==> config.mk <==
export PLATFORM = sky130hd
export DESIGN_NAME = store_rmw_flat
export DESIGN_NICKNAME = d
export VERILOG_FILES = /design/src/rtl/store_rmw_pkg.sv /design/src/rtl/store_rmw_if.sv /design/src/rtl/store_rmw_merge.sv /design/src/rtl/store_rmw.sv /design/src/flat_wrapper.sv
export SDC_FILE = /design/constraint.sdc
export NUM_CORES = 1
export LEC_CHECK = 0
export CORE_MARGIN = 3
export CORE_UTILIZATION = 52
export DETAILED_ROUTE_END_ITERATION = 16
export PLACE_DENSITY = 0.85
export RECOVER_POWER = 50
export SYNTH_ARGS = -nofsm -noshare
export SYNTH_HDL_FRONTEND = slang
export SYNTH_SLANG_ARGS = --single-unit
==> constraint.sdc <==
create_clock -name clk -period 2.7 [get_ports clk]
set_input_delay 0.54 -clock clk [delete_from_list [all_inputs] [get_ports clk]]
set_output_delay 0.54 -clock clk [all_outputs]
set_load 0.05 [all_outputs]
==> src/rtl/store_rmw_pkg.sv <==
// Shared definitions for the store read-modify-write path: op codes,
// FSM state encoding and the alignment rule.
package store_rmw_pkg;

    typedef enum logic [1:0] {
        ST_W   = 2'b00,
        ST_B   = 2'b01,
        ST_H   = 2'b10,
        ST_RSV = 2'b11
    } st_op_e;

    typedef enum logic [2:0] {
        IDLE  = 3'd0,
        READ  = 3'd1,
        WAIT  = 3'd2,
        MERGE = 3'd3,
        WRITE = 3'd4
    } state_e;

    // Word stores need a word-aligned address, halfword stores an even one.
    function automatic logic is_misaligned(input st_op_e op, input logic [1:0] a);
        return ((op == ST_W) && (a != 2'b00)) || ((op == ST_H) && a[0]);
    endfunction

endpackage

==> src/rtl/store_rmw_if.sv <==
// Pipeline request side and word-memory side of the store unit.
interface store_rmw_if;
    logic        req_valid;
    logic [1:0]  req_op;
    logic [31:0] req_addr;
    logic [31:0] req_data;
    logic        busy;
    logic        done;
    logic        misalign;
    logic [31:0] mem_addr;
    logic        mem_re;
    logic [31:0] mem_rdata;
    logic        mem_we;
    logic [31:0] mem_wdata;
    logic [3:0]  mem_be;

    // master: MEM stage plus data memory; slave: the store unit
    modport master (
        output req_valid, req_op, req_addr, req_data, mem_rdata,
        input  busy, done, misalign, mem_addr, mem_re, mem_we, mem_wdata, mem_be
    );
    modport slave (
        input  req_valid, req_op, req_addr, req_data, mem_rdata,
        output busy, done, misalign, mem_addr, mem_re, mem_we, mem_wdata, mem_be
    );
endinterface

==> src/rtl/store_rmw_merge.sv <==
// Combinational byte-lane merge: drops the new store data into the old
// memory word at the lanes selected by op and the low address bits.
module store_merge
    import store_rmw_pkg::*;
(
    input  st_op_e      op_i,
    input  logic [1:0]  addr_i,
    input  logic [31:0] old_i,
    input  logic [31:0] new_i,
    output logic [31:0] merged_o,
    output logic [3:0]  be_o
);
    logic [31:0] src;

    // Replicate the store data across all lanes, then pick per lane by be_o.
    always_comb begin
        be_o = 4'b0000;
        src  = new_i;
        case (op_i)
            ST_W: be_o = 4'b1111;
            ST_B: begin
                be_o = 4'b0001 << addr_i;
                src  = {4{new_i[7:0]}};
            end
            ST_H: begin
                be_o = addr_i[1] ? 4'b1100 : 4'b0011;
                src  = {2{new_i[15:0]}};
            end
            default: be_o = 4'b0000;
        endcase
        for (int b = 0; b < 4; b++) begin
            merged_o[b*8 +: 8] = be_o[b] ? src[b*8 +: 8] : old_i[b*8 +: 8];
        end
    end
endmodule

==> src/rtl/store_rmw.sv <==
// Store unit for a word-only data memory: sw writes directly, sb/sh do a
// read-modify-write while holding busy; misaligned stores are rejected.
module store_rmw
    import store_rmw_pkg::*;
#(
    parameter int RD_LAT = 1
) (
    input  logic       clk,
    input  logic       reset,
    store_rmw_if.slave st
);
    localparam logic [1:0] CNT_LAST = 2'(RD_LAT - 1);

    state_e      state_q, state_d;
    logic [1:0]  cnt_q, cnt_d;
    st_op_e      op_q;
    logic [31:0] addr_q, data_q, rdata_q, wdata_q;
    logic [3:0]  be_q;
    logic        misalign_q, misalign_d;
    logic        accept;
    st_op_e      req_op;
    logic [31:0] merged;
    logic [3:0]  merged_be;

    assign req_op = st_op_e'(st.req_op);

    store_merge u_merge (
        .op_i     (op_q),
        .addr_i   (addr_q[1:0]),
        .old_i    (rdata_q),
        .new_i    (data_q),
        .merged_o (merged),
        .be_o     (merged_be)
    );

    // Next-state decode; requests are only looked at in IDLE.
    always_comb begin
        state_d    = state_q;
        cnt_d      = cnt_q;
        accept     = 1'b0;
        misalign_d = 1'b0;
        case (state_q)
            IDLE: begin
                if (st.req_valid && (req_op != ST_RSV)) begin
                    if (is_misaligned(req_op, st.req_addr[1:0])) begin
                        misalign_d = 1'b1;
                    end else begin
                        accept  = 1'b1;
                        state_d = (req_op == ST_W) ? WRITE : READ;
                    end
                end
            end
            READ: begin
                state_d = WAIT;
                cnt_d   = 2'd0;
            end
            WAIT: begin
                if (cnt_q == CNT_LAST) state_d = MERGE;
                else                   cnt_d   = cnt_q + 2'd1;
            end
            MERGE:   state_d = WRITE;
            WRITE:   state_d = IDLE;
            default: state_d = IDLE;
        endcase
    end

    // State, capture and merge registers; reset aborts any pending RMW.
    always_ff @(posedge clk) begin
        if (reset) begin
            state_q    <= IDLE;
            cnt_q      <= 2'd0;
            op_q       <= ST_W;
            addr_q     <= '0;
            data_q     <= '0;
            rdata_q    <= '0;
            wdata_q    <= '0;
            be_q       <= '0;
            misalign_q <= 1'b0;
        end else begin
            state_q    <= state_d;
            cnt_q      <= cnt_d;
            misalign_q <= misalign_d;
            if (accept) begin
                op_q    <= req_op;
                addr_q  <= st.req_addr;
                data_q  <= st.req_data;
                // sw skips MERGE, so its write word is ready at accept
                wdata_q <= st.req_data;
                be_q    <= 4'b1111;
            end
            if ((state_q == WAIT) && (cnt_q == CNT_LAST)) rdata_q <= st.mem_rdata;
            if (state_q == MERGE) begin
                wdata_q <= merged;
                be_q    <= merged_be;
            end
        end
    end

    assign st.busy      = (state_q != IDLE);
    assign st.mem_re    = (state_q == READ);
    assign st.mem_we    = (state_q == WRITE);
    assign st.done      = (state_q == WRITE);
    assign st.misalign  = misalign_q;
    assign st.mem_addr  = {addr_q[31:2], 2'b00};
    assign st.mem_wdata = (state_q == WRITE) ? wdata_q : 32'h0;
    assign st.mem_be    = (state_q == WRITE) ? be_q : 4'h0;
endmodule
==> src/flat_wrapper.sv <==
// flat-port wrapper written by rule: the top's interface ports become plain ports
module store_rmw_flat import store_rmw_pkg::*;
#(
    parameter int RD_LAT = 1
)
  (clk, reset, st_req_valid, st_req_op, st_req_addr, st_req_data, st_mem_rdata, st_busy, st_done, st_misalign, st_mem_addr, st_mem_re, st_mem_we, st_mem_wdata, st_mem_be);
  store_rmw_if st_i ();
  input  logic clk;
  input  logic reset;
  input wire logic [$bits(st_i.req_valid)-1:0] st_req_valid;
  input wire logic [$bits(st_i.req_op)-1:0] st_req_op;
  input wire logic [$bits(st_i.req_addr)-1:0] st_req_addr;
  input wire logic [$bits(st_i.req_data)-1:0] st_req_data;
  input wire logic [$bits(st_i.mem_rdata)-1:0] st_mem_rdata;
  output wire logic [$bits(st_i.busy)-1:0] st_busy;
  output wire logic [$bits(st_i.done)-1:0] st_done;
  output wire logic [$bits(st_i.misalign)-1:0] st_misalign;
  output wire logic [$bits(st_i.mem_addr)-1:0] st_mem_addr;
  output wire logic [$bits(st_i.mem_re)-1:0] st_mem_re;
  output wire logic [$bits(st_i.mem_we)-1:0] st_mem_we;
  output wire logic [$bits(st_i.mem_wdata)-1:0] st_mem_wdata;
  output wire logic [$bits(st_i.mem_be)-1:0] st_mem_be;
  assign st_i.req_valid = st_req_valid;
  assign st_i.req_op = st_req_op;
  assign st_i.req_addr = st_req_addr;
  assign st_i.req_data = st_req_data;
  assign st_i.mem_rdata = st_mem_rdata;
  assign st_busy = st_i.busy;
  assign st_done = st_i.done;
  assign st_misalign = st_i.misalign;
  assign st_mem_addr = st_i.mem_addr;
  assign st_mem_re = st_i.mem_re;
  assign st_mem_we = st_i.mem_we;
  assign st_mem_wdata = st_i.mem_wdata;
  assign st_mem_be = st_i.mem_be;
  store_rmw #(.RD_LAT(RD_LAT)) u_core (.clk(clk), .reset(reset), .st(st_i));
endmodule
Word level (Yosys, flattened, before mapping). Index checks and enable logic that the tools add are counted. W data, S select, Z words.

Word-level logic and storage cells: 65. Memory bits (writable): 0. Memories kept: 0. Flip-flop bits (word level): 140. Bits in read-only memories: 0. Bits in latches: 0. Input bits: 101. Output and inout port bits: 73.

Add/sub/neg operators: 1. Magnitude comparators: 0. Multiplexer cells: 24. Eq/ne operators: 12. Reduce and logical (&&, ||, !) cells: 16. Bitwise logic cells: 2. Div/mod/pow operators: 0. Multiply operators: 0. Shifts and indexed selects: 1.

Operators with widths (count): $mux W32 (3); $pmux W32 S2 (1); $mux W8 (4); $mux W4 (4); $mux W3 (4); $pmux W3 S4 (1); $pmux W4 S3 (1); $eq A3 B2 Y1 const B (2); $logic_not A2 Y1 (3); $ne A2 B2 Y1 const B (3); $reduce_bool A2 Y1 (3); $eq A2 B2 Y1 const B (2); $logic_and A1 B1 Y1 (4); $mux W1 (4); $ne A2 B1 Y1 const B (2); $pmux W2 S2 (1); $shl A1 B2 Y4 const A (1); $eq A3 B1 Y1 const B (1); $eq A3 B3 Y1 const B (1); $logic_not A3 Y1 (1); $reduce_and A3 Y1 (1); $reduce_bool A3 Y1 (1); $reduce_or A3 Y1 (1); $add A2 B1 Y2 const B (1); other kinds (5) (6).

Logic depth before layout (Yosys ltp). Gate-level depths: netlist of the first run.

Word-level depth: 8. Gate-level depth with buffers: 9.

Modules after synthesis. A second synthesis of the first run with hierarchy kept.

Cell total of the unflattened synthesis: 862. Area total of the unflattened synthesis: 6831.6 µm².

By module, submodules not included: store_rmw (cells each 730, seq. area each 2802.7 µm², instances 1, area an instance 5973.2 µm²); store_merge (cells each 132, seq. area each 0.0 µm², instances 1, area an instance 858.3 µm²).

Worst setup path after synthesis of the first run. OpenSTA, ideal clock, no wires.

Kind: reg-to-output. Start point: reg u_core.state_q[0]. End point: out st_mem_wdata[22]. Cell stages (with the launch flop): 5. Path slack: 0.177 ns. Path buffers: 2. Arrival time: 1.983 ns. Cells stage by stage: dfxtp_1 > buf_2 > nor3b_2 > clkbuf_1 > and2_1.

Word-level cells in the longest chain between the ends: 2.

Ends and longest elaborated chain: from (decl) (RTL line store_rmw.sv:14) `state_e state_q, state_d;`; from (signal assigned) (RTL line store_rmw.sv:80) `state_q <= state_d;`; $eq A3 B3 Y1; via st_done (RTL line flat_wrapper.sv:16) `output wire logic [$bits(st_i.done)-1:0] st_done;`; $mux W32 (RTL line store_rmw.sv:105) `assign st.mem_wdata = (state_q == WRITE) ? wdata_q : 32'h0;`; to (decl) (RTL line flat_wrapper.sv:21) `output wire logic [$bits(st_i.mem_wdata)-1:0] st_mem_wdata;`.

The timed path passes the listed nets, and every way through them passes these cells.

Final worst setup path of the first run.
Start point: reg u_core.state_q[1]. End point: out st_busy.

Word-level cells in the longest chain between the ends: 1.

Ends and longest elaborated chain: $reduce_bool A3 Y1 (RTL line store_rmw.sv:99) `assign st.busy = (state_q != IDLE);`; to (decl) (RTL line flat_wrapper.sv:15) `output wire logic [$bits(st_i.busy)-1:0] st_busy;`.

Every way passes these cells.

==> results of run 1 <==
## Yosys cell counts, drive strengths merged, types with 2 or more instances
cell type and count:
a211oi 41, a21oi 109, a221oi 3, a22oi 18
a311oi 16, and2 39, buf 63, clkbuf 36
dfxtp 140, ha 6, inv 15, mux2i 16
nand2 222, nand2b 5, nand3b 2, nor2 28
nor2b 11, nor3 7, nor3b 2, o21ai 9
o22ai 8
## layout by cell type, fill, tap and decap left out, types with 9 or more instances in the layout
cell type	instances
a211oi_1	40
a22oi_1	18
clkdlybuf4s50_1	126
nor2_1	28
dfxtp_1	140
mux2i_1	16
and2_1	38
o21ai_0	9
inv_1	15
a21oi_1	109
buf_4	11
buf_12	40
nand2_1	220
a311oi_1	16
clkbuf_16	17
nor2b_1	11
## logic make-up after synthesis
group                      synth area share (%)
DFF                                        43.6
adders and majority gates                  1.17
and+or+nand+nor                            22.2
buffers and inverters                      9.74
xor gates and xnor gates                  0.136
muxes                                      2.49
other                                    0.0584
AOI/OAI and AO/OA                          20.6
## worst max-delay path, cell delays in order (launching register included)
cell and delay [ns]:
dfxtp_1 0.68, nor3_4 0.07, inv_1 0.07, clkdlybuf4s50_1 0.79
## layer usage
metal	vias to the layer above	GRT usage (%)	share of wire, %
met3	33	5.96	6.6
met5	-	0	0
met4	0	8.64	2.1
li1	2929	-	-
met1	2855	34.2	42
met2	266	43.2	50
## power by group through the flow
stage / clock network (mW) / logic (mW) / registers (mW)
floorplan: 0 / 0.887 / 2.38
global placement: 0 / 1.24 / 2.42
detailed placement: 0 / 1.26 / 2.43
CTS: 2.50 / 1.27 / 2.39
global route: 2.59 / 1.35 / 2.42
finish: 2.49 / 1.25 / 2.40
## cell type report
cell class / instances / share of cell area (%)
clock buffers: 21 / 5.27
repair buffers: 189 / 25.0
inverters: 15 / 0.631
multi-input cells: 557 / 33.6
well taps: 164 / 2.30
clock inverters: 11 / 1.85
flip-flops and latches: 140 / 31.4
## how the worst max path moves through the flow
stage                     depth (start not counted)            endpoint               from
after floorplan                                   4    st_mem_wdata[22]  u_core.state_q[0]
after global routing                              2           st_mem_re  u_core.state_q[1]
after global placement                            8  u_core.wdata_q[23]       st_req_op[1]
final                                             3             st_busy  u_core.state_q[1]
after CTS                                         3             st_busy  u_core.state_q[1]
after detailed placement                          8  u_core.wdata_q[14]       st_req_op[1]
## flip-flops by register name, indices dropped and copies added, names as in the netlist
name and count:
u_core.addr_q 32, u_core.data_q 32, u_core.rdata_q 32, u_core.wdata_q 32, u_core.be_q 4, u_core.state_q 3, u_core.cnt_q 2, u_core.op_q 2
u_core.st.misalign 1
## stage by stage
step                setup WS, ns  util, %  std cells
floorplan                  0.177        -        811
global placement           0.351     71.1       1065
detailed placement         0.271     71.1       1065
CTS                        0.150     76.5       1097
global route              0.0163     75.9       1097
finish                     0.143     75.9       1097
==> results.py, run 1 <==
metrics = {
    "outcome": {
        "status": "complete, no violations",
    },
    "die": {
        "die_w_um": 117,
        "row_count": 39,
        "die_area_mm2": 0.0137,
        "core_mm2": 0.0118,
        "pin_count": 174,
        "start_util_pct": 54.6,
        "chipHeight_um": 117,
    },
    "worst_setup_path": {
        "cp-end-kind": "output pin",
        "critical_path_class": "flip-flop to output pin",
        "critPathLaunchType": "flip-flop",
        "crit_required_ns": 2.16,
        "rr_worst_depth": 6,
        "path_max_fanout": 13,
        "reg2reg_to": "u_core.rdata_q[6]",
        "crit_arrival_ns": 2.02,
        "r2r_start": "u_core.state_q[0]",
        "ff2ff_setup_slack_ns": 0.39,
    },
    "timing": {
        "tightest_slew_ns": 0.656,
        "timing.fmax_mhz": 391,
        "min_period_ns": 2.56,
        "fin_setup_tns_ns": 0,
        "finalSetupViolations": 0,
        "slew_violations": 0,
        "hold_viol": 0,
        "fin_worst_skew_ns": 0.00711,
        "rsz0062_at_grt": "false",
        "maxSlewHeadroom_pct": 56.3,
        "hold-worst-slack_ns": 0.449,
        "post-route-period-util_pct": 94.7,
    },
    "worst_hold_path": {
        "holdPathStages": 2,
        "min_path_type": "flip-flop to flip-flop",
        "hold_end": "u_core.rdata_q[2]",
        "min_from": "u_core.rdata_q[2]",
    },
    "power_and_ir_drop": {
        "ir_drop_mv": 0.438,
        "sw_frac_of_total_pct": 28.9,
        "clkPwrFrac_pct": 40.6,
        "power_density_mw_per_mm2": 687,
        "p_comb_share_pct": 20.3,
        "cellLeakagePower_nw": 3.26,
        "power.switching_mw": 1.78,
        "internal_power_mw": 4.36,
        "p_total_mw": 6.14,
        "seqPwrFrac_pct": 39.1,
    },
    "placed_design": {
        "numPortBuffers": 171,
        "place_congestion": 0.857,
        "place_area_mm2": 0.00836,
        "hpwl_um": 12200,
    },
    "cts": {
        "clk_pin_slew_ns": 0.06,
        "clockBufferDepth": 2,
        "cts_setup_buffers": 0,
        "cts_resized": 0,
        "cts_hold_buf": 0,
        "worstSkewPairLatency_ns": 0.42,
        "cts_root_buf": "clkbuf_16",
        "cts_num_sinks": 140,
        "cts_tree": "yes",
        "numCtsBuffers": 17,
        "cts.htree.levels": 4,
    },
    "drt": {
        "vias_per_cell": 5.55,
        "drc": 0,
        "drt.antenna.violating_nets": 0,
        "vias": 6083,
        "wl_um": 18300,
        "post_drt_wl_per_cell_um": 16.7,
        "drt_iter0_drc": 528,
        "first_pass_iters": 5,
    },
    "global_route": {
        "grt_pass1_vias": 5665,
        "grt_pass1_wl_um": 28300,
        "grt_overflow": 0,
        "grt_max_degree": 51,
        "antenna_found_initial": 0,
        "grtUsageTotal_pct": 26.2,
    },
    "synthesis": {
        "synth_top_area_share_pct": 43.6,
        "synth_warnings": 0,
        "post_synth.cell_area_avg_um2": 7.93,
        "ys_ff_latch": 140,
        "synthCells": 810,
        "synth_edf_count": 0,
        "yosysUniqueCellTypes": 45,
        "synth-async-reset-ratio_pct": 0,
        "yosysTopAreaCell": "dfxtp_1",
        "syn_area_mm2": 0.00642,
        "ys.flop_type": "dfxtp_1",
        "synth_area_leaders": "dfxtp_1 (44%), nand2_1 (12%), a21oi_1 (8.5%)",
        "yosysSeqAreaShare_pct": 43.6,
    },
    "cells_and_area": {
        "seqCellArea_mm2": 0.00280,
        "fill_cells": 795,
        "multiInputGateArea_mm2": 0.00300,
        "drive_gt1_share_pct": 9.97,
        "num_antenna_cells": 0,
        "areaGrowthSynthToFinish_pct": 39.0,
        "fin_area_mm2": 0.00893,
        "final_nets": 1027,
    },
    "flow_run": {
        "drv_cap": 0,
    },
}
(Power assumes the default switching activity.)
==> run 2, diff against run 1 <==
--- a/config.mk
+++ b/config.mk
@@ -6,9 +6,9 @@
 export NUM_CORES = 1
 export LEC_CHECK = 0
 export CORE_MARGIN = 3
-export CORE_UTILIZATION = 52
+export CORE_UTILIZATION = 45
 export DETAILED_ROUTE_END_ITERATION = 16
-export PLACE_DENSITY = 0.85
+export PLACE_DENSITY = 0.75
 export RECOVER_POWER = 50
 export SYNTH_ARGS = -nofsm -noshare
 export SYNTH_HDL_FRONTEND = slang
==> constraint.sdc (replaced) <==
create_clock -name clk -period 2.5 [get_ports clk]
set_input_delay 0.5 -clock clk [delete_from_list [all_inputs] [get_ports clk]]
set_output_delay 0.5 -clock clk [all_outputs]
set_load 0.05 [all_outputs]
==> run 2 against run 1 <==
Compared with the run above:
- final area rose by 1.1%
- sequential share of layout area fell by 0.34 points
- clock power increased by 10%
- via count down 1.8%
- utilization shrank 11 points
- worst hold slack got worse by 0.00077 ns
- cell count rose by 1.8%
- global-route usage is 3.8 points lower
- total power up 9.0%
- clock-buffer cell count fell by 3
- register-to-register slack got worse by 0.09 ns
- clock skew up 0.00094 ns
==> results.py, run 2 (synthesis results as in run 1) <==
metrics = {
    "outcome": {
        "status": "complete, no violations",
    },
    "worst_setup_path": {
        "rr_worst_depth": 7,
        "ff2ff_setup_slack_ns": 0.30,
        "cpMaxStageDelayCell": "dfxtp_1",
        "cp-end-kind": "output pin",
        "path_max_fanout": 38,
        "reg2reg_to": "u_core.wdata_q[8]",
        "critPathLaunchType": "flip-flop",
        "path_cells": "nor3b_4 > buf_12 > and2_1 > buf_12",
        "crit_arrival_ns": 1.88,
        "critical_path_class": "flip-flop to output pin",
        "crit_required_ns": 2.00,
        "critPathMostFrequentCell": "buf_12",
        "r2r_start": "u_core.op_q[1]",
        "slowest_delay_ns": 0.55,
    },
    "timing": {
        "rsz0062_at_grt": "false",
        "min_period_ns": 2.38,
        "slew_violations": 0,
        "timing.fmax_mhz": 420,
        "finalSetupViolations": 0,
        "maxSlewHeadroom_pct": 46.3,
        "fin_worst_skew_ns": 0.00804,
        "post-route-period-util_pct": 95.3,
        "tightest_slew_ns": 0.806,
        "hold_viol": 0,
        "hold-worst-slack_ns": 0.448,
        "fin_setup_tns_ns": 0,
        "worst_slack_ns": 0.117,
    },
    "cts": {
        "worstSkewPairLatency_ns": 0.41,
        "cts_tree": "yes",
        "cts_root_buf": "clkbuf_16",
        "cts.htree.levels": 4,
        "clk_pin_slew_ns": 0.06,
        "cts_num_sinks": 140,
        "numCtsBuffers": 17,
        "clockBufferDepth": 2,
    },
    "drt": {
        "first_pass_iters": 6,
        "drc": 0,
        "post_drt_wl_per_cell_um": 16.1,
        "drt.antenna.violating_nets": 0,
        "wl_um": 18000,
        "wl_met3_um": 1090,
        "vias": 5974,
        "vias_per_cell": 5.35,
        "drt_iter0_drc": 452,
        "top_layer": "met4",
        "met2WireLength_um": 8890,
        "wl_met1_um": 7760,
    },
    "global_route": {
        "grt_max_degree": 55,
        "grt_pass1_vias": 5662,
        "grt_overflow": 0,
        "grtUsageTotal_pct": 22.4,
        "antenna_found_initial": 0,
        "grt_pass1_wl_um": 28900,
    },
    "placed_design": {
        "dp_worst_setup_slack_ns": 0.105,
        "numPortBuffers": 171,
        "post-place-cells": 1085,
        "hpwl_um": 12400,
        "place_congestion": 0.821,
    },
    "power_and_ir_drop": {
        "ir_drop_mv": 0.464,
        "p_total_mw": 6.69,
        "power_density_mw_per_mm2": 741,
        "cellLeakagePower_nw": 3.37,
    },
    "worst_hold_path": {
        "holdPathStages": 2,
        "min_path_type": "flip-flop to flip-flop",
        "min_from": "u_core.addr_q[20]",
        "hold_end": "u_core.addr_q[20]",
    },
    "die": {
        "start_util_pct": 46.1,
        "row_count": 43,
        "die_area_mm2": 0.0157,
        "core_mm2": 0.0139,
        "pin_count": 174,
        "die_w_um": 125,
        "chipHeight_um": 125,
    },
    "flow_run": {
        "drv_cap": 0,
    },
    "cells_and_area": {
        "mostFrequentLayoutCell": "nand2_1",
        "fill_cells": 1149,
        "num_antenna_cells": 0,
        "final_cell_count_no_fill": 1117,
        "areaGrowthSynthToFinish_pct": 40.5,
        "final_cell_mix": "nand2_1 (212), dfxtp_1 (140), a21oi_1 (109)",
        "drive_gt1_share_pct": 11.4,
        "final_nets": 1031,
        "seqCellArea_mm2": 0.00280,
        "multiInputGateArea_mm2": 0.00302,
    },
}
[run 2: changes by cell type in the layout (fill, tap and decap cells not counted), moves of 2 or more]
cell             change
clkbuf_8             -3
buf_4                +3
dlygate4sd3_1       +16
clkinv_4             +4
clkinvlp_4           -2
nand2_2              +8
nand2_1              -8
clkdlybuf4s50_1     -18
[run 2: what timing repair did]
action / in CTS / in global routing
setup buffers: 0 / 0
hold buffers: 0 / 0
gates resized for setup: 0 / 1
setup endpoints to repair: 0 / 1
[run 2: critical path: cells and delay by family, from the launching register on]
kind | cells | cell delay, ns
buffers and inverters | 2 | 0.38
flip-flops | 1 | 0.55
AND/OR/NAND/NOR | 2 | 0.51
[run 2: layout make-up]
class	count	area share (%)
Clock inverter	14	2.43
Sequential cell	140	31.1
Tap cell	180	2.50
Timing Repair Buffer	193	25.2
Multi-Input combinational cell	557	33.4
Clock buffer	18	4.76
Inverter	15	0.624
[run 2: per-layer routing]
metal	vias up	GRT usage (%)
met1	2803	30.3
met4	0	6.76
li1	2943	-
met2	209	36.1
met3	19	4.61
met5	-	0
[run 2: how the worst max path moves through the flow]
stage / start / endpoint / cells after the start
final: u_core.state_q[2] / st_mem_wdata[12] / 4
after global routing: u_core.state_q[2] / st_mem_wdata[12] / 4
after CTS: u_core.state_q[2] / st_busy / 3
after detailed placement: st_req_op[1] / u_core.wdata_q[11] / 7
after global placement: st_req_op[1] / u_core.wdata_q[23] / 7
after floorplan: u_core.state_q[0] / st_mem_wdata[22] / 4
[run 2: metrics by stage]
step	utilization, %	cell area (um2)
3_5_place_dp	60.4	8420
6_report	64.8	9020
2_1_floorplan	-	6430
4_1_cts	65.1	9070
5_1_grt	64.8	9020
3_3_place_gp	60.4	8420
[run 2: power by group]
| part | internal (mW) | switching (mW) |
|---|---|---|
| clock | 1.77 | 0.971 |
| combinational | 0.538 | 0.835 |
| sequential | 2.44 | 0.132 |
| total | 4.75 | 1.94 |
